File: config.mk
export PLATFORM = sky130hd
export DESIGN_NAME = mem_access_ctrl_flat
export DESIGN_NICKNAME = d
export VERILOG_FILES = /design/src/rtl/lc3_mem_pkg.sv /design/src/rtl/mem_access_ctrl_if.sv /design/src/rtl/mem_arbiter.sv /design/src/rtl/mem_access_ctrl.sv /design/src/flat_wrapper.sv
export SDC_FILE = /design/constraint.sdc
export NUM_CORES = 1
export LEC_CHECK = 0
export BUFFER_PORTS_ARGS = -buffer_cell sky130_fd_sc_hd__buf_4
export CORE_ASPECT_RATIO = 0.8
export CORE_UTILIZATION = 33
export CTS_CLUSTER_SIZE = 24
export DETAILED_ROUTE_END_ITERATION = 8
export PLACE_DENSITY_LB_ADDON = 0.15
export SYNTH_ARGS = -nofsm -noshare
export SYNTH_HDL_FRONTEND = slang
export SYNTH_SLANG_ARGS = --single-unit
File: constraint.sdc
create_clock -name i_clk -period 4.85 [get_ports i_clk]
set_clock_uncertainty 0.15 [all_clocks]
set_input_delay 0.97 -clock i_clk [delete_from_list [all_inputs] [get_ports i_clk]]
set_output_delay 0.97 -clock i_clk [all_outputs]
set_load 0.005 [all_outputs]
File: src/rtl/lc3_mem_pkg.sv
// Shared types and constants for the LC-3 memory access controller.
package lc3_mem_pkg;

  typedef enum logic [1:0] {
    IDLE,
    ISSUE,
    WAIT,
    RESP
  } state_t;

  localparam logic PORT_F = 1'b0;
  localparam logic PORT_D = 1'b1;

  localparam int unsigned ARB_RR    = 0;
  localparam int unsigned ARB_FIXED = 1;

endpackage

File: src/rtl/mem_access_ctrl_if.sv
// Bundle of client-side (fetch/data) and RAM-side signals of the memory access controller.
interface mem_access_ctrl_if #(
  parameter int unsigned DATA_W = 16,
  parameter int unsigned ADDR_W = 16
) ();

  logic              f_req;
  logic [ADDR_W-1:0] f_addr;
  logic              f_done;
  logic              d_req;
  logic              d_we;
  logic [ADDR_W-1:0] d_addr;
  logic [DATA_W-1:0] d_wdata;
  logic              d_done;
  logic [DATA_W-1:0] rdata;
  logic              err;
  logic              busy;
  logic              mem_cs;
  logic              mem_we;
  logic [ADDR_W-1:0] mem_addr;
  logic [DATA_W-1:0] mem_din;
  logic [DATA_W-1:0] mem_dout;
  logic              mem_ready;

  // Environment side: the requesting core plus the RAM.
  modport master (
    output f_req, f_addr, d_req, d_we, d_addr, d_wdata, mem_dout, mem_ready,
    input  f_done, d_done, rdata, err, busy, mem_cs, mem_we, mem_addr, mem_din
  );

  modport slave (
    input  f_req, f_addr, d_req, d_we, d_addr, d_wdata, mem_dout, mem_ready,
    output f_done, d_done, rdata, err, busy, mem_cs, mem_we, mem_addr, mem_din
  );

endinterface

File: src/rtl/mem_arbiter.sv
// Two-way fetch/data arbiter with a stale-request mask and round-robin or fixed priority.
module mem_arbiter
  import lc3_mem_pkg::*;
#(
  parameter int unsigned ARB_MODE = ARB_RR
) (
  input  logic       i_clk,
  input  logic       i_rst_n,
  input  logic       i_en,
  input  logic [1:0] i_req,
  input  logic [1:0] i_mask,
  output logic       o_gnt_vld,
  output logic       o_gnt_port
);

  logic       r_last;
  logic [1:0] w_req;
  logic       w_port;

  assign w_req     = i_req & ~i_mask;
  assign o_gnt_vld = |w_req;
  assign o_gnt_port = w_port;

  always_comb begin
    w_port = w_req[PORT_F] ? PORT_F : PORT_D;
    // On a tie in round-robin mode the port that did not win last time goes first.
    if (ARB_MODE != ARB_FIXED && w_req[PORT_F] && w_req[PORT_D]) begin
      w_port = (r_last == PORT_F) ? PORT_D : PORT_F;
    end
  end

  always_ff @(posedge i_clk or negedge i_rst_n) begin
    if (!i_rst_n) begin
      r_last <= PORT_D;
    end else if (i_en && o_gnt_vld) begin
      r_last <= w_port;
    end
  end

endmodule

File: src/rtl/mem_access_ctrl.sv
// Sequences the single-port synchronous RAM for the LC-3 core, serving fetch and LD/ST ports.
module mem_access_ctrl
  import lc3_mem_pkg::*;
#(
  parameter int unsigned DATA_W   = 16,
  parameter int unsigned ADDR_W   = 16,
  parameter int unsigned TIMEOUT  = 4,
  parameter int unsigned ARB_MODE = ARB_RR
) (
  input logic               i_clk,
  input logic               i_rst_n,
  mem_access_ctrl_if.slave  io_bus
);

  localparam int unsigned CNT_W = $clog2(TIMEOUT + 1);
  localparam logic [CNT_W-1:0] TIMEOUT_C = CNT_W'(TIMEOUT);

  state_t            r_state;
  logic [ADDR_W-1:0] r_mar;
  logic [DATA_W-1:0] r_mdr;
  logic              r_we;
  logic              r_port;
  logic [CNT_W-1:0]  r_cnt;
  logic              r_done_f;
  logic              r_done_d;
  logic              r_err;
  logic [1:0]        r_mask;

  logic              w_idle;
  logic              w_gnt_vld;
  logic              w_gnt_port;
  logic [CNT_W-1:0]  w_cnt_inc;

  assign w_idle    = (r_state == IDLE);
  assign w_cnt_inc = r_cnt + CNT_W'(1);

  mem_arbiter #(
    .ARB_MODE (ARB_MODE)
  ) u_arb (
    .i_clk      (i_clk),
    .i_rst_n    (i_rst_n),
    .i_en       (w_idle),
    .i_req      ({io_bus.d_req, io_bus.f_req}),
    .i_mask     (r_mask),
    .o_gnt_vld  (w_gnt_vld),
    .o_gnt_port (w_gnt_port)
  );

  always_ff @(posedge i_clk or negedge i_rst_n) begin
    if (!i_rst_n) begin
      r_state  <= IDLE;
      r_mar    <= '0;
      r_mdr    <= '0;
      r_we     <= 1'b0;
      r_port   <= PORT_F;
      r_cnt    <= '0;
      r_done_f <= 1'b0;
      r_done_d <= 1'b0;
      r_err    <= 1'b0;
      r_mask   <= '0;
    end else begin
      r_mask <= '0;
      unique case (r_state)
        IDLE: begin
          if (w_gnt_vld) begin
            r_port  <= w_gnt_port;
            r_state <= ISSUE;
            if (w_gnt_port == PORT_F) begin
              r_mar <= io_bus.f_addr;
              r_we  <= 1'b0;
            end else begin
              r_mar <= io_bus.d_addr;
              r_we  <= io_bus.d_we;
              r_mdr <= io_bus.d_wdata;
            end
          end
        end
        ISSUE: begin
          r_cnt <= '0;
          if (r_we) begin
            r_state  <= RESP;
            r_done_f <= (r_port == PORT_F);
            r_done_d <= (r_port == PORT_D);
          end else begin
            r_state <= WAIT;
          end
        end
        WAIT: begin
          if (io_bus.mem_ready) begin
            r_mdr    <= io_bus.mem_dout;
            r_state  <= RESP;
            r_done_f <= (r_port == PORT_F);
            r_done_d <= (r_port == PORT_D);
          end else begin
            r_cnt <= w_cnt_inc;
            if (w_cnt_inc == TIMEOUT_C) begin
              r_err    <= 1'b1;
              r_state  <= RESP;
              r_done_f <= (r_port == PORT_F);
              r_done_d <= (r_port == PORT_D);
            end
          end
        end
        RESP: begin
          r_done_f <= 1'b0;
          r_done_d <= 1'b0;
          r_err    <= 1'b0;
          r_state  <= IDLE;
          // The just-served port still holds req for one cycle; keep it from re-winning.
          r_mask   <= (r_port == PORT_D) ? 2'b10 : 2'b01;
        end
        default: r_state <= IDLE;
      endcase
    end
  end

  assign io_bus.f_done   = r_done_f;
  assign io_bus.d_done   = r_done_d;
  assign io_bus.rdata    = r_mdr;
  assign io_bus.err      = r_err;
  assign io_bus.busy     = !w_idle;
  assign io_bus.mem_cs   = (r_state == ISSUE);
  assign io_bus.mem_we   = (r_state == ISSUE) && r_we;
  assign io_bus.mem_addr = r_mar;
  assign io_bus.mem_din  = r_mdr;

endmodule

File: src/flat_wrapper.sv
// flat-port wrapper written by rule: the top's interface ports become plain ports
module mem_access_ctrl_flat import lc3_mem_pkg::*;
#(
  parameter int unsigned DATA_W   = 16,
  parameter int unsigned ADDR_W   = 16,
  parameter int unsigned TIMEOUT  = 4,
  parameter int unsigned ARB_MODE = ARB_RR
)
  (i_clk, i_rst_n, io_bus_f_req, io_bus_f_addr, io_bus_d_req, io_bus_d_we, io_bus_d_addr, io_bus_d_wdata, io_bus_mem_dout, io_bus_mem_ready, io_bus_f_done, io_bus_d_done, io_bus_rdata, io_bus_err, io_bus_busy, io_bus_mem_cs, io_bus_mem_we, io_bus_mem_addr, io_bus_mem_din);
  mem_access_ctrl_if #(.DATA_W(DATA_W), .ADDR_W(ADDR_W)) io_bus_i ();
  input logic i_clk;
  input logic i_rst_n;
  input wire logic [$bits(io_bus_i.f_req)-1:0] io_bus_f_req;
  input wire logic [$bits(io_bus_i.f_addr)-1:0] io_bus_f_addr;
  input wire logic [$bits(io_bus_i.d_req)-1:0] io_bus_d_req;
  input wire logic [$bits(io_bus_i.d_we)-1:0] io_bus_d_we;
  input wire logic [$bits(io_bus_i.d_addr)-1:0] io_bus_d_addr;
  input wire logic [$bits(io_bus_i.d_wdata)-1:0] io_bus_d_wdata;
  input wire logic [$bits(io_bus_i.mem_dout)-1:0] io_bus_mem_dout;
  input wire logic [$bits(io_bus_i.mem_ready)-1:0] io_bus_mem_ready;
  output wire logic [$bits(io_bus_i.f_done)-1:0] io_bus_f_done;
  output wire logic [$bits(io_bus_i.d_done)-1:0] io_bus_d_done;
  output wire logic [$bits(io_bus_i.rdata)-1:0] io_bus_rdata;
  output wire logic [$bits(io_bus_i.err)-1:0] io_bus_err;
  output wire logic [$bits(io_bus_i.busy)-1:0] io_bus_busy;
  output wire logic [$bits(io_bus_i.mem_cs)-1:0] io_bus_mem_cs;
  output wire logic [$bits(io_bus_i.mem_we)-1:0] io_bus_mem_we;
  output wire logic [$bits(io_bus_i.mem_addr)-1:0] io_bus_mem_addr;
  output wire logic [$bits(io_bus_i.mem_din)-1:0] io_bus_mem_din;
  assign io_bus_i.f_req = io_bus_f_req;
  assign io_bus_i.f_addr = io_bus_f_addr;
  assign io_bus_i.d_req = io_bus_d_req;
  assign io_bus_i.d_we = io_bus_d_we;
  assign io_bus_i.d_addr = io_bus_d_addr;
  assign io_bus_i.d_wdata = io_bus_d_wdata;
  assign io_bus_i.mem_dout = io_bus_mem_dout;
  assign io_bus_i.mem_ready = io_bus_mem_ready;
  assign io_bus_f_done = io_bus_i.f_done;
  assign io_bus_d_done = io_bus_i.d_done;
  assign io_bus_rdata = io_bus_i.rdata;
  assign io_bus_err = io_bus_i.err;
  assign io_bus_busy = io_bus_i.busy;
  assign io_bus_mem_cs = io_bus_i.mem_cs;
  assign io_bus_mem_we = io_bus_i.mem_we;
  assign io_bus_mem_addr = io_bus_i.mem_addr;
  assign io_bus_mem_din = io_bus_i.mem_din;
  mem_access_ctrl #(.DATA_W(DATA_W), .ADDR_W(ADDR_W), .TIMEOUT(TIMEOUT), .ARB_MODE(ARB_MODE)) u_core (.i_clk(i_clk), .i_rst_n(i_rst_n), .io_bus(io_bus_i));
endmodule
# ---- After elaboration in Yosys (flattened, before gate mapping)
# Cells that the tools add are included.
dict set report totals {
  regBits 45
  output_inout_bits 54
  word_cells 71
}
dict set report classes {
  addsub 1
  eq_ne 11
  mux 29
  bitwise 3
  n_reduce_logical 16
}
# op count
set ops {}
lappend ops {{16-bit 2-to-1 mux} 4}
lappend ops {{16-bit one-hot mux with 2 select lines} 1}
lappend ops {{1-bit 2-to-1 mux} 13}
lappend ops {{2-bit 2-to-1 mux} 5}
lappend ops {{2-bit by 1-bit != test with 1-bit output (second input constant)} 4}
lappend ops {{2-bit one-hot mux with 4 select lines} 1}
lappend ops {{1-bit one-hot mux with 3 select lines} 2}
lappend ops {{3-bit one-hot mux with 2 select lines} 1}
lappend ops {{2-bit AND reduction} 3}
lappend ops {{3-bit AND reduction} 2}
lappend ops {{2-bit nonzero test} 3}
lappend ops {{2-bit equality test (second input constant)} 2}
lappend ops {{2-bit != test (second input constant)} 2}
lappend ops {{4-bit AND reduction} 1}
lappend ops {{3-bit by 1-bit adder with 3-bit output (second input constant)} 1}
lappend ops {{3-bit equality test (second input constant)} 1}
lappend ops {{1-bit logical AND} 3}
lappend ops {{3-bit 2-to-1 mux} 1}
lappend ops {{3-bit by 2-bit != test with 1-bit output (second input constant)} 1}
lappend ops {{3-bit nonzero test} 1}
lappend ops {{2-bit AND} 1}
lappend ops {{2-bit by 1-bit equality test with 1-bit output (second input constant)} 1}
lappend ops {{2-bit zero test} 1}
lappend ops {{2-bit inverter} 1}
lappend ops {{4 further kinds} 4}

# ---- Depth between registers and ports, before layout
dict set report logic_depth {
  ltp_word 7
  depth_mapped 8
  ltp_nobuf 6
}

# ---- By module
# From an unflattened synthesis, not the netlist that was laid out.
dict set report unflattened {
  cells_unflattened 221
  hier_area_um2 2304.7
}
# mod n_inst cells_per_inst area_each_um2 seq_area_each_um2
set modules_own_cells {}
lappend modules_own_cells {mem_access_ctrl 1 213 2233.4 1101.1}
lappend modules_own_cells {mem_arbiter 1 8 71.3 26.3}

# ---- Worst setup path after synthesis
# Ideal clock, no wire load.
dict set report synth_timing {
  path_kind {in2reg}
  from {in io_bus_d_req}
  to {reg u_core.r_mar[10] (netlist: u_core.io_bus.mem_addr[10])}
  setup_time_ns 0.133
  t_arrival_ns 1.818
  required_time_ns 4.567
  path_slack_ns 2.749
  path_stages 6
  path_buffers 2
  cell_sequence {nor2b_1 a21boi_2 buf_6 buf_6 mux2i_1 o21ai_0}
}
dict set report synth_between {
  elab_chain_cells 4
  elab_cells_between_ends 6
  classes_between {2 x mux; 1 x bitwise; 3 x reduce/logical}
}
# item line
set synth_lines {}
lappend synth_lines {{start, declared} flat_wrapper.sv:15} ;# input wire logic [$bits(io_bus_i.d_req)-1:0] io_bus_d_req;
lappend synth_lines {{2-bit AND *} mem_arbiter.sv:20} ;# assign w_req = i_req & ~i_mask;
lappend synth_lines {{1-bit logical AND} mem_arbiter.sv:27} ;# if (ARB_MODE != ARB_FIXED && w_req[PORT_F] && w_req[PORT_D]) begin
lappend synth_lines {{1-bit 2-to-1 mux} mem_arbiter.sv:27}
lappend synth_lines {{16-bit 2-to-1 mux} mem_access_ctrl.sv:68} ;# if (w_gnt_port == PORT_F) begin
lappend synth_lines {{end signal, assigned} mem_access_ctrl.sv:69} ;# r_mar <= io_bus.f_addr;
lappend synth_lines {{end signal, assigned} mem_access_ctrl.sv:72} ;# r_mar <= io_bus.d_addr;
lappend synth_lines {{end, declared} mem_access_ctrl.sv:19} ;# logic [ADDR_W-1:0] r_mar;
# Mark *: on every way between the ends. The rest lies on a longest branch, timed or not.
# A chain may end at the register's enable or synchronous reset.

# ---- Worst setup path in the final report
dict set report layout_timing {
  from {reg u_core.r_state[0]}
  to {reg u_core.r_mdr[1] (netlist: u_core.io_bus.mem_din[1])}
}
dict set report layout_between {
  elab_chain_cells 3
  elab_cells_between_ends 8
  classes_between {4 x eq/ne; 1 x mux; 3 x reduce/logical}
}
# item line
set layout_lines {}
lappend layout_lines {{start, declared} mem_access_ctrl.sv:18} ;# state_t r_state;
lappend layout_lines {{start signal, assigned} mem_access_ctrl.sv:51} ;# r_state <= IDLE;
lappend layout_lines {{start signal, assigned} mem_access_ctrl.sv:67} ;# r_state <= ISSUE;
lappend layout_lines {{start signal, assigned} mem_access_ctrl.sv:81} ;# r_state <= RESP;
lappend layout_lines {{2-bit equality test or 2-bit zero test (tied branches)} mem_access_ctrl.sv:63} ;# unique case (r_state)
lappend layout_lines {{2-bit != test (no line) (tied with other cells)} n/a}
lappend layout_lines {{4-bit AND reduction (no line)} n/a}
lappend layout_lines {{end signal, assigned} mem_access_ctrl.sv:74} ;# r_mdr <= io_bus.d_wdata;
lappend layout_lines {{end signal, assigned} mem_access_ctrl.sv:90} ;# r_mdr <= io_bus.mem_dout;
lappend layout_lines {{end, declared} mem_access_ctrl.sv:20} ;# logic [DATA_W-1:0] r_mdr;
# Several ways; a longest one is shown, not always the timed one.

==> flow_summary_export.csv <==
group,metric,value,unit
die,start_util,34.1,%
timing,post-route-period-util,58.4,%
critical_path,cp.arrival,2.81,ns
route,num_vias,1909,
synth,ys_seq_elements,45,
clock_network,clock_sinks,45,
critical_path,end_kind,"register",
route,detail-route-antenna-nets,0,
timing,worst_slack,2.02,ns
critical_path,cp_max_fo,32,
synth,ys_types,36,
route,drtIter0Drc,60,
critical_path,slowest_delay,0.50,ns
critical_path,crit_required,4.83,ns
route,viasPerCell,4.56,
global_routing,grt_pass1_wl,8270,um
route,drcViolationCount,0,
flow_run,maxCapViolCount,0,
final_layout,diodes,0,
final_layout,layout_common_cells,"125 x buf_4, 44 x dfrtp_1, 32 x mux2i_1",
route,totalWireLength,5210,um
synth,synth-edff-count,0,
power,powerDensity,603,nW/um2
route,first_pass_iters,4,
clock_network,cts_root_buf,"clkbuf_8",
critical_path,r2r_start,"u_core.r_state[0]",
die,core_area,6890,um2
die,dieArea,7470,um2
clock_network,path_clk_slew,0.08,ns
final_layout,multiInputGateArea,1020,um2
synth,ys.warnings.count,0,
clock_network,clock_latency,0.29,ns
synth,netlist_area,2350,um2
timing,slew_headroom,20.1,%
synth,ys_seq_area_share,47.9,%
timing,slew_viol_final,0,
timing,fin_tns_setup,0,ns
power,p_leak,1.67,nW
die,io_pins,124,
clock_network,cts_hold_buf,0,
final_layout,regArea,1130,um2
synth,synth-async-reset-ratio,100,%
die,fp.dieW,96.4,um
final_layout,final_common_cell,"buf_4",
place,place_ws,1.92,ns
timing,timing.fmax,353,MHz
final_layout,n_fill_cell,668,
hold_path,hp-class,"reg2reg",
hold_path,min-delay-start,"u_core.r_port",
clock_network,numCtsBuffers,5,
timing,rsz0062_at_grt,"false",
synth,synthFlopType,"dfrtp_1",
clock_network,htreeDepth,2,
global_routing,grt_max_degree,46,
die,rows,27,
timing,fin_crit,2.83,ns
place,hpwlAfterDp,3930,um
global_routing,grt_pass1_vias,1812,
clock_network,cts_tree,"done",
place,place_congestion,0.696,
critical_path,path_cells,"inv_1 -> ha_1 -> buf_4 -> mux2_2 -> o211a_1 -> nor2_1 -> a21oi_1",
synth,synth.avg_cell_area,10.4,um2
synth,syn-num-nets,303,
clock_network,cts_setup_buffers,0,
global_routing,grt_usage,14.5,%
route,wl_per_cell,12.4,um
timing,hold_viol_final,0,
critical_path,crit_type,"reg2reg",
power,vdd_drop_max,0.180,mV
run_status,outcome,"complete, no violations",
final_layout,area_growth,41.8,%
global_routing,gr-total-overflow,0,
clock_network,post_cts_resized,0,
critical_path,start_kind,"register",
final_layout,nets,408,
critical_path,slowest_stage,"ha_1",
timing,finalSetupViolCount,0,
critical_path,critPathLaunch,"u_core.r_state[0]",
die,dieHeight,77.5,um
final_layout,drive_above_1_share,43.1,%
synth,synth_cells,226,
clock_network,clock_path_buffers,2,
timing,worst_pin_slew,1.20,ns
global_routing,antenna_found_initial,0,
place,io_buffers,123,
==> state kept, by name, summed over array words and instances (netlist names) <==
signal                  flops
u_core.r_we                 1
u_core.io_bus.f_done        1
u_core.r_cnt                3
u_core.io_bus.mem_din      16
u_core.u_arb.r_last         1
u_core.r_mask               2
u_core.io_bus.mem_addr     16
u_core.io_bus.d_done        1
u_core.io_bus.err           1
u_core.r_state              2
u_core.r_port               1
==> final timing paths <==
| path | cells past startpoint | slack [ns] | to |
|---|---|---|---|
| setup reg to reg | 7 | 2.02 | u_core.io_bus.mem_din[1] |
| setup / recovery | 7 | 2.02 | u_core.io_bus.mem_din[1] |
| min in group asynchronous | 1 | 0.51 | u_core.r_cnt[2] |
| hold / removal | 1 | 0.33 | u_core.r_mask[0] |
| max in group asynchronous | 1 | 3.64 | u_core.io_bus.mem_din[12] |
| hold reg to reg | 1 | 0.33 | u_core.r_mask[0] |
==> kinds of logic after synthesis <==
group	count (synthesis)	share of synthesized area [%]
AND/OR/NAND/NOR	53	10.3
AO/OA/AOI/OAI	48	11.8
XOR/XNOR	2	1.06
flip-flops	45	47.9
buffers and inverters	34	8.94
adder cells (fa/ha/maj)	7	3.72
multiplexers	37	16.3
==> cells in the mapped netlist, types with 3 or more instances <==
library cell	n	area (um2)
buf_4	16	120
nor2_1	22	82.6
dfrtp_1	44	1100
a21oi_1	18	90.1
buf_2	6	30.0
o21ai_0	18	90.1
mux2_2	3	33.8
clkbuf_1	3	11.3
nand2_1	19	71.3
mux2i_1	32	320
ha_1	7	87.6
inv_1	7	26.3
==> per-stage QoR <==
| stage | utilization [%] | total power, mW | area [um2] | cells | hold slack, ns |
|---|---|---|---|---|---|
| 6_report | 48.4 | 2.01 | 3340 | 419 | 0.325 |
| 5_1_grt | 48.4 | 2.21 | 3340 | 419 | 0.348 |
| 4_1_cts | 48.4 | 2.05 | 3340 | 419 | 0.328 |
| 3_5_place_dp | 46.7 | 1.75 | 3220 | 411 | 0.320 |
| 3_3_place_gp | 46.7 | 1.73 | 3220 | 411 | 0.307 |
| 2_1_floorplan | - | 1.35 | 2350 | 226 | 0.289 |
==> routing by layer <==
| metal | vias to the layer above | part of all wire (%) | global-route usage (%) |
|---|---|---|---|
| met5 | - | 0 | 0 |
| met4 | 0 | 1.0 | 5.29 |
| met3 | 5 | 10 | 5.20 |
| met2 | 83 | 46 | 23.3 |
| met1 | 862 | 43 | 17.8 |
| li1 | 959 | - | - |
==> critical path, delay by kind of cell, from the launching register on <==
kind	cells	cell delay [ns]
mux	1	0.36
flops	1	0.42
compound gates	2	0.51
simple gates	1	0.23
buf+inv	2	0.48
fa+ha+maj	1	0.50
==> cell type report <==
class                      count  area share [%]
tap                           87            3.26
clock inverter                 1           0.900
sequential                    45            33.8
clock buffer                   7            2.59
multi-input combinational    147            30.5
inverter                       7           0.788
timing repair buffer         125            28.1
==> where the power goes <==
group          total, mW  switching (mW)  leakage [nW]  internal, mW
Clock              0.289           0.121        0.0585         0.168
Sequential         0.689           0.127         0.537         0.562
Combinational       1.04           0.474          1.08         0.562
Total               2.01           0.721          1.67          1.29
Power figures use the tool's default switching activity.
